File: src/rtl/sprite_commit_sched.sv
`default_nettype none
// ============================================================================
// sprite_commit_sched: queues sprite position updates and commits each one to
// the sprite register file with a registered wrn strobe during vblank only.
// Revision: 1.0
// ============================================================================
module sprite_commit_sched #(
  parameter int DEPTH       = 4,
  parameter int NUM_SPRITES = 3,
  parameter int SETUP_CYC   = 2
) (
  input  logic       clk,
  input  logic       rst,
  input  logic       req_valid,
  output logic       req_ready,
  input  logic [7:0] req_id,
  input  logic [9:0] req_x,
  input  logic [8:0] req_y,
  input  logic       vblank,
  output logic [7:0] sprite_id,
  output logic [9:0] sprite_x,
  output logic [8:0] sprite_y,
  output logic       wrn,
  output logic       busy,
  output logic       bad_id
);
  localparam int c_aw = $clog2(DEPTH);
  localparam int c_cw = $clog2(DEPTH + 1);
  localparam int c_sw = $clog2(SETUP_CYC + 1);
  localparam logic [c_cw-1:0] c_full       = c_cw'(DEPTH);
  localparam logic [c_sw-1:0] c_setup_init = c_sw'(SETUP_CYC - 1);

  typedef enum logic [1:0] {
    IDLE   = 2'd0,
    SETUP  = 2'd1,
    STROBE = 2'd2,
    HOLD   = 2'd3
  } state_t;

  state_t            r_state, w_next_state;
  logic [c_sw-1:0]   r_cnt, w_next_cnt;
  logic [c_aw-1:0]   r_rd_ptr, r_wr_ptr;
  logic [c_cw-1:0]   r_count;
  logic [26:0]       r_mem [DEPTH];
  logic [7:0]        r_id;
  logic [9:0]        r_x;
  logic [8:0]        r_y;
  logic              r_wrn, r_bad_id;
  logic              w_accept, w_id_ok, w_push, w_pop;

  assign req_ready = (r_count != c_full);
  assign w_accept  = req_valid && req_ready;
  assign w_id_ok   = ({24'd0, req_id} < 32'(NUM_SPRITES));
  assign w_push    = w_accept && w_id_ok;

  // Storage needs no reset: entries are only read when count says they exist.
  always_ff @(posedge clk) begin
    if (w_push) r_mem[r_wr_ptr] <= {req_id, req_x, req_y};
  end

  always_ff @(posedge clk or posedge rst) begin
    if (rst) begin
      r_wr_ptr <= '0;
      r_rd_ptr <= '0;
      r_count  <= '0;
      r_bad_id <= 1'b0;
    end else begin
      if (w_push) r_wr_ptr <= r_wr_ptr + 1'b1;
      if (w_pop)  r_rd_ptr <= r_rd_ptr + 1'b1;
      case ({w_push, w_pop})
        2'b10:   r_count <= r_count + 1'b1;
        2'b01:   r_count <= r_count - 1'b1;
        default: r_count <= r_count;
      endcase
      if (w_accept && !w_id_ok) r_bad_id <= 1'b1;
    end
  end

  always_comb begin
    w_next_state = r_state;
    w_next_cnt   = r_cnt;
    w_pop        = 1'b0;
    case (r_state)
      IDLE: begin
        if ((r_count != '0) && vblank) begin
          w_pop        = 1'b1;
          w_next_state = SETUP;
          w_next_cnt   = c_setup_init;
        end
      end
      SETUP: begin
        if (r_cnt == '0) w_next_state = STROBE;
        else             w_next_cnt   = r_cnt - 1'b1;
      end
      STROBE:  w_next_state = HOLD;
      HOLD:    w_next_state = IDLE;
      default: w_next_state = IDLE;
    endcase
  end

  // wrn is decoded from the next state so it comes straight off a flop.
  always_ff @(posedge clk or posedge rst) begin
    if (rst) begin
      r_state <= IDLE;
      r_cnt   <= '0;
      r_wrn   <= 1'b0;
      r_id    <= '0;
      r_x     <= '0;
      r_y     <= '0;
    end else begin
      r_state <= w_next_state;
      r_cnt   <= w_next_cnt;
      r_wrn   <= (w_next_state == STROBE);
      if (w_pop) {r_id, r_x, r_y} <= r_mem[r_rd_ptr];
    end
  end

  assign sprite_id = r_id;
  assign sprite_x  = r_x;
  assign sprite_y  = r_y;
  assign wrn       = r_wrn;
  assign bad_id    = r_bad_id;
  assign busy      = (r_state != IDLE) || (r_count != '0);

endmodule
`default_nettype wire

File: config.mk
export PLATFORM = sky130hd
export DESIGN_NAME = sprite_commit_sched
export DESIGN_NICKNAME = d
export VERILOG_FILES = /design/src/rtl/sprite_commit_sched.sv
export SDC_FILE = /design/constraint.sdc
export NUM_CORES = 1
export LEC_CHECK = 0
export BUFFER_PORTS_ARGS = -buffer_cell sky130_fd_sc_hd__buf_2
export CAP_MARGIN = 20
export CORE_ASPECT_RATIO = 2
export CORE_MARGIN = 2
export CORE_UTILIZATION = 36
export CTS_BUF_LIST = sky130_fd_sc_hd__clkbuf_8
export DETAILED_ROUTE_END_ITERATION = 10
export PLACE_DENSITY_LB_ADDON = 0.25
export SLEW_MARGIN = 25
export SYNTH_ARGS = -nofsm -noshare
export SYNTH_HDL_FRONTEND = slang
export SYNTH_SLANG_ARGS = --single-unit
export TNS_END_PERCENT = 10
File: constraint.sdc
create_clock -name clk -period 2.5 [get_ports clk]
set_clock_uncertainty 0.2 [all_clocks]
set_input_delay 0.375 -clock clk [delete_from_list [all_inputs] [get_ports clk]]
set_output_delay 0.375 -clock clk [all_outputs]
set_load 0.05 [all_outputs]
### Word level (Yosys, flattened, before mapping)

Memory sizes are Yosys's and may differ from the RTL's. A register that Yosys moved wholly into a read port is not among the register bits.
Index checks and enable logic that the tools add are counted.

* $add $sub $neg: 5
* $lt $le $gt $ge: 1
* eq/ne operators: 9
* mux-type cells: 11
* reduce and logical (&&, ||, !) cells: 13

Operators with widths (number)
* $eq A2 B2 Y1 const B: 4
* $lt A8 B2 Y1 const B: 1
* $mux W2: 4
* $pmux W2 S4: 1
* $pmux W3 S2: 1
* $reduce_bool A2 Y1: 3
* $add A2 B1 Y2 const B: 2
* $eq A2 B1 Y1 const B: 2
* $logic_and A1 B1 Y1: 4
* $logic_not A2 Y1: 2
* $mux W1: 4
* $ne A2 B2 Y1 const B: 2
* $pmux W2 S2: 1
* $add A3 B1 Y3 const B: 1
* $ne A3 B3 Y1 const B: 1
* $reduce_and A3 Y1: 1
* $reduce_bool A3 Y1: 1
* $sub A3 B1 Y3 const B: 1
* $sub A2 B1 Y2 const B: 1
* $logic_not A1 Y1: 1
* $logic_or A1 B1 Y1: 1

* register bits after elaboration: 13
* memory bits (writable): 108
* input port bits: 31
* output and inout bits: 31
* logic and storage cells: 47
* memories kept: 1

Memory list
* r_mem: words 4, width 27, read ports 1, clocked after memory_dff 1, wr ports 1, RTL line 44 `logic [26:0] r_mem [DEPTH];`

### Depth between registers and ports, before layout

Gate-level depths: netlist of run 1.

* depth after elaboration: 6
* gate-level depth with buffers: 10
* mapped depth without buffers: 9

### Worst setup path before layout of run 1

OpenSTA, ideal clock, no wires.

* kind: flip-flop to flip-flop
* from: register r_count[0]
* to: register r_count[2]
* data arrival time: 2.426 ns
* slack: -0.205 ns
* cell stages (with the launch flop): 11
* path buffers: 1
* clock period less this slack: 2.705 ns
* path through: dfrtp_1 > or3b_1 > and4_1 > clkbuf_1 > inv_1 > ha_1 > inv_1 > fa_1 > xor2_1 > nor2_1 > xor2_1

RTL lines
* start: declaration: RTL line 43 `logic [c_cw-1:0] r_count;`
* start signal: assignment: RTL line 71 `2'b10: r_count <= r_count + 1'b1;`
* start signal: assignment: RTL line 72 `2'b01: r_count <= r_count - 1'b1;`
* start signal: assignment: RTL line 73 `default: r_count <= r_count;`
* $ne A3 B3 Y1 *: RTL line 51 `assign req_ready = (r_count != c_full);`
* via req_ready: RTL line 15 `output logic req_ready,`
* $logic_and A1 B1 Y1 *: RTL line 52 `assign w_accept = req_valid && req_ready;`
* $logic_and A1 B1 Y1 *: RTL line 54 `assign w_push = w_accept && w_id_ok;`
* $eq A2 B1 Y1 / $eq A2 B2 Y1 (equally long branches): RTL line 70 `case ({w_push, w_pop})`
* $pmux W3 S2 / $reduce_bool A2 Y1 (equally long branches)

The timed path passes the listed nets; every way through them passes the cells marked *.
A chain may end at the register's enable or synchronous reset.

### Worst setup path after layout of run 1

* from: input port req_id[5]
* to: register r_count[2]

* word-level cells in the longest chain between the ends: 4

RTL lines
* start: declaration: RTL line 16 `input logic [7:0] req_id,`
* $lt A8 B2 Y1 *: RTL line 53 `assign w_id_ok = ({24'd0, req_id} < 32'(NUM_SPRITES));`
* $logic_and A1 B1 Y1 *: RTL line 54
* $eq A2 B1 Y1 / $eq A2 B2 Y1 (equally long branches): RTL line 70
* $pmux W3 S2 / $reduce_bool A2 Y1 (equally long branches)

Mark *: on every way between the ends. The rest lies on a longest branch, timed or not.

==> impl_metrics.yaml, run 1 <==
floorplan:
  die_h_um: 181
  core-area_um2: 15300
  dieArea_um2: 16700
  rows: 64
  start_util_pct: 36.9
  die_x_um: 92.5
  ioPinCount: 62
layout:
  layout-drive-gt1-share_pct: 45.9
  fillers: 1309
  syn_to_final_growth_pct: 26.0
  regArea_um2: 4250
  final_cell_mix: "108 x edfxtp_1, 61 x buf_2, 39 x dfrtp_1"
  nets: 415
  diodes: 0
  final_common_cell: "edfxtp_1"
  multi_input_area_um2: 1330
clock_tree:
  cts_max_path_buffers: 2
  cts_buffers: 17
  htreeDepth: 4
  cts_root_buf: "clkbuf_8"
  clkTransAtPathRegs_ns: 0.08
  cts_tree: "yes"
  post_cts.repair.setup_buffers: 0
  clock_latency_ns: 0.44
  numClockSinks: 148
worst_hold_path:
  hp-class: "input port to flop"
  min-delay-start: "vblank"
  min_to: "r_rd_ptr[0]"
  min_path_cells: 3
critical_path:
  regToRegSetupSlack_ns: 0.17
  reg2reg_depth: 9
  arrival_ns: 2.49
  required_ns: 2.62
  reg2reg_from: "r_count[0]"
  crit_path_start_kind: "input port"
  reg2reg_to: "r_count[2]"
  cp-end-kind: "flop"
  path_class: "input port to flop"
  critPathMaxFanout: 5
power:
  finalPower_mw: 7.90
  power.density_nw_per_um2: 1110
  seq_power_share_pct: 39.8
  pwr-share-comb_pct: 34.6
  leakagePower_nw: 2.62
  p_clk_share_pct: 25.5
  p_sw_share_pct: 34.6
  p_int_mw: 5.16
  peakVddDrop_v: 0.000698
  p_sw_mw: 2.73
global_route:
  grt_util_met1_pct: 14.6
  antenna_found_initial: 0
  grt_max_degree: 41
  grt-busiest-layer: "met2"
  met2_usage_pct: 24.7
  grt.overflow.total: 0
  grt.total_usage_pct: 13.5
  met3_usage_pct: 3.59
  grt_pass1_vias: 3093
  grt_pass1_wl_um: 16600
placed_design:
  gp_congestion: 0.670
  pre_cts_ws_ns: 0.0699
  port_buffers: 61
  dp_hpwl_um: 6820
timing:
  drv_slew: 0
  rsz0062_at_grt: "false"
  tightest_slew_ns: 0.510
  tns_ns: 0
  relSlewSlack_pct: 66.0
  hold_viol: 0
  fin_crit_ns: 2.36
  worst_slack_ns: 0.137
  timing.fmax_mhz: 423
  setup_viol: 0
  finalCritPeriodShare_pct: 94.5
synth:
  yosys_warnings: 0
  ys_seq_area_share_pct: 75.3
  syn_nets: 300
  synth_cells: 262
  synth_cell_type_count: 33
  avgSynthCellArea_um2: 21.5
  synth.cell_area_um2: 5640
  synth_seq_cells: 148
run:
  maxCapViolCount: 0
status:
  outcome: "completed"
route:
  drt-initial-drc-count: 144
  vias_per_cell: 4.75
  drc: 0
  dr_total_vias: 2794
  postRouteAntennaNets: 0
  wl_per_cell_um: 17.9
  dr.pass1.iters: 6
  postRouteWirelength_um: 10500
## how the worst max path moves through the flow
stage                          start    endpoint  slack [ns]  cells past startpoint
after global routing      r_count[0]  r_count[2]        0.02                      9
after CTS                  req_id[5]  r_count[2]        0.02                     12
after detailed placement   req_id[6]  r_count[2]        0.07                     11
final                      req_id[5]  r_count[2]        0.14                     12
after floorplan           r_count[0]  r_count[2]        0.02                     10
after global placement     req_id[6]  r_count[2]        0.08                     11
## kinds of logic (layout without fill, tap and decap cells)
| group | count (synthesis) | after routing | synth area share, % |
|---|---|---|---|
| compound gates | 4 | 4 | 0.511 |
| mux | 57 | 57 | 17.4 |
| simple gates | 20 | 20 | 2.35 |
| flops | 148 | 148 | 75.3 |
| buf+inv | 20 | 148 | 1.86 |
| fa+ha+maj | 7 | 7 | 1.69 |
| xor+xnor | 6 | 6 | 0.932 |
## power groups by stage
stage               logic, mW  registers [mW]  clock network [mW]
global placement         2.73            3.19                   0
finish                   2.74            3.15                2.02
CTS                      2.79            3.15                2.06
floorplan                1.38            3.98                   0
global route             2.92            3.20                2.17
detailed placement       2.76            3.21                   0
## state kept, by name (all words and copies together), names as in the netlist
register / cells
sprite_id: 8
r_state: 2
r_rd_ptr: 2
r_count: 3
bad_id: 1
sprite_y: 9
r_mem: 108
sprite_x: 10
r_wr_ptr: 2
r_cnt: 2
wrn: 1
## cells in the mapped netlist (all sizes together)
master	n	share of area, %
fa	1	0.36
mux2	28	6.3
and2	4	0.44
o22ai	1	0.11
and3b	1	0.16
a31oi	1	0.11
or3	1	0.20
nand4	1	0.11
a211oi	1	0.13
inv	10	0.67
edfxtp	108	58
nand3	2	0.27
or3b	2	0.31
buf	7	1.0
nand2	2	0.13
dfrtp	40	18
nor2	2	0.13
mux2i	2	0.36
nor4	1	0.11
ha	6	1.3
and4	1	0.16
nand2b	3	0.33
clkbuf	3	0.20
a31o	1	0.16
mux4	27	11
xor2	2	0.31
xnor2	4	0.62
## through the flow
stage                     hold slack [ns]  cells  util [%]  cell area [um^2]
after global placement              0.223    527      41.6              6360
after detailed placement            0.230    527      41.6              6360
after CTS                          0.0315    588      46.3              7090
after global routing               0.0524    588      46.5              7110
after floorplan                     0.246    262         -              5650
final                              0.0555    588      46.5              7110
## area by class of cell
cell class                 instances  share of cell area (%)
sequential                       148                    59.7
clock buffer                      17                    3.29
inverter                          10                   0.528
timing repair buffer             106                    11.5
multi-input combinational         94                    18.6
tap                              198                    3.49
clock inverter                    15                    2.85
## metal layers
metal | vias up | wire, um
met5 | - | 0
met4 | 0 | 176
met3 | 11 | 367
met2 | 55 | 5990
met1 | 1464 | 3960
li1 | 1264 | -
## critical path: stages
cell	delay, ns
dlygate4sd3_1	0.53
buf_2	0.16
nor4_4	0.20
buf_4	0.15
and4_4	0.22
inv_1	0.05
ha_2	0.19
inv_1	0.07
fa_2	0.19
xor2_1	0.14
nor2_1	0.07
xor2_1	0.14
## timing repair
action / in CTS / in global routing
endpoints found under the setup margin: 0 / 1
endpoints found under the hold margin: 149 / 0
resized for setup: 0 / 4
hold buffers: 29 / 0
(Power assumes the default switching activity.)
==> run 2, diff against run 1 <==
--- a/config.mk
+++ b/config.mk
@@ -12,7 +12,6 @@
 export CORE_UTILIZATION = 36
 export CTS_BUF_LIST = sky130_fd_sc_hd__clkbuf_8
 export DETAILED_ROUTE_END_ITERATION = 10
-export PLACE_DENSITY_LB_ADDON = 0.25
 export SLEW_MARGIN = 25
 export SYNTH_ARGS = -nofsm -noshare
 export SYNTH_HDL_FRONTEND = slang
==> run 2 against run 1 <==
Effect of this change: utilization hardly changed; sequential share of layout area hardly changed; total power is 0.61% lower; fmax is 0.54% lower; via count hardly changed; non-clock buffer count is 2 higher; final cell count is 0.34% higher; global-route usage is 0.32 points higher; count of clock-buffer cells in the layout stayed put; die area stayed put; sequential cell count stayed put; critical endpoint unchanged; largest cell class unchanged.
==> impl_metrics.yaml, run 2 (synthesis results as in run 1) <==
global_route:
  grt_max_degree: 29
  grt_pass1_wl_um: 16700
  grt.total_usage_pct: 13.8
  antenna_found_initial: 0
  grt.overflow.total: 0
  grt_pass1_vias: 2988
power:
  power.density_nw_per_um2: 1100
  finalPower_mw: 7.85
  seq_power_share_pct: 40.7
  p_clk_share_pct: 24.2
  p_sw_mw: 2.75
  p_int_mw: 5.10
  leakagePower_nw: 2.63
  p_sw_share_pct: 35.0
  pwr-share-comb_pct: 35.1
  peakVddDrop_v: 0.000416
critical_path:
  reg2reg_depth: 9
  regToRegSetupSlack_ns: 0.14
  critPathMaxFanout: 5
  path_class: "input port to flop"
  cp-end-kind: "flop"
  reg2reg_from: "r_count[0]"
  crit_path_start_kind: "input port"
  required_ns: 2.61
  reg2reg_to: "r_count[2]"
  arrival_ns: 2.49
route:
  dr.pass1.iters: 4
  drc: 0
  wl_per_cell_um: 18.1
  dr_total_vias: 2795
  drt-initial-drc-count: 144
  vias_per_cell: 4.74
  postRouteWirelength_um: 10700
  postRouteAntennaNets: 0
placed_design:
  gp_congestion: 0.694
  dp_hpwl_um: 7040
  port_buffers: 61
  pre_cts_ws_ns: 0.189
floorplan:
  rows: 64
  die_x_um: 92.5
  core-area_um2: 15300
  die_h_um: 181
  start_util_pct: 36.9
  dieArea_um2: 16700
  ioPinCount: 62
clock_tree:
  clock_latency_ns: 0.44
  cts_max_path_buffers: 2
  htreeDepth: 4
  cts_tree: "yes"
  numClockSinks: 148
  clkTransAtPathRegs_ns: 0.08
  cts_root_buf: "clkbuf_8"
  cts_buffers: 17
worst_hold_path:
  min-delay-start: "vblank"
  min_path_cells: 3
  min_to: "r_rd_ptr[1]"
  hp-class: "input port to flop"
timing:
  fin_crit_ns: 2.38
  relSlewSlack_pct: 65.9
  finalCritPeriodShare_pct: 95.0
  hold_ws_ns: 0.0558
  hold_viol: 0
  drv_slew: 0
  tightest_slew_ns: 0.512
  worst_slack_ns: 0.124
  setup_viol: 0
  timing.fmax_mhz: 421
layout:
  diodes: 0
  final_common_cell: "edfxtp_1"
  nets: 417
  layout-drive-gt1-share_pct: 44.9
  postLayoutCoreUtil_pct: 46.5
  top_register: "r_mem"
  final_cell_mix: "108 x edfxtp_1, 60 x buf_2, 39 x dfrtp_1"
  largest_register_ffs: 108
  syn_to_final_growth_pct: 26.1
status:
  outcome: "completed"
run:
  maxCapViolCount: 0
run 2: final cells by class:
| cell class | instances | area (um^2) |
|---|---|---|
| Tap cell | 198 | 248 |
| Fill cell | 1318 | 8180 |
| Sequential cell | 148 | 4250 |
| Clock buffer | 17 | 234 |
| Multi-Input combinational cell | 94 | 1320 |
| Inverter | 10 | 37.5 |
| Timing Repair Buffer | 108 | 846 |
| Clock inverter | 15 | 184 |
run 2: power groups by stage:
stage | sequential (mW) | clock (mW) | combinational, mW
after global placement | 3.25 | 0 | 2.71
after CTS | 3.21 | 1.97 | 2.79
after floorplan | 3.98 | 0 | 1.38
final | 3.19 | 1.90 | 2.75
after global routing | 3.25 | 2.07 | 2.93
after detailed placement | 3.26 | 0 | 2.75
run 2: how the worst max path moves through the flow:
stage,to,cells after the start,startpoint
after global routing,r_count[2],9,r_count[0]
after detailed placement,r_count[2],11,req_id[6]
after CTS,r_count[2],12,req_id[6]
after global placement,r_count[2],11,req_id[6]
final,r_count[2],12,req_id[4]
after floorplan,r_count[2],10,r_count[0]
run 2: worst max-delay path, cell delays in order:
cell and delay [ns]:
dlygate4sd3_1 0.52, buf_2 0.16, nor4_4 0.24, buf_4 0.16
and4_1 0.18, inv_1 0.05, ha_2 0.17, inv_1 0.07
fa_2 0.19, xor2_1 0.14, nor2_1 0.07, xor2_1 0.14
run 2: metal layers:
metal	share of wire [%]	GRT usage [%]
met4	2.3	6.27
met1	34	14.5
met3	3.2	3.46
met2	60	25.4
met5	0	0
run 2: repair_timing:
item / in CTS / in global routing
endpoints found under the hold margin: 124 / 0
buffers inserted: 0 / 2
setup endpoints to repair: 0 / 8
hold buffers: 29 / 0
gates resized for setup: 0 / 3
run 2: through the flow:
stage          instance area (um^2)  TNS [ns]  instances
2_1_floorplan                  5650         0        262
3_3_place_gp                   6370         0        528
3_5_place_dp                   6370         0        528
4_1_cts                        7080         0        589
5_1_grt                        7110   -0.0250        590
6_report                       7110         0        590
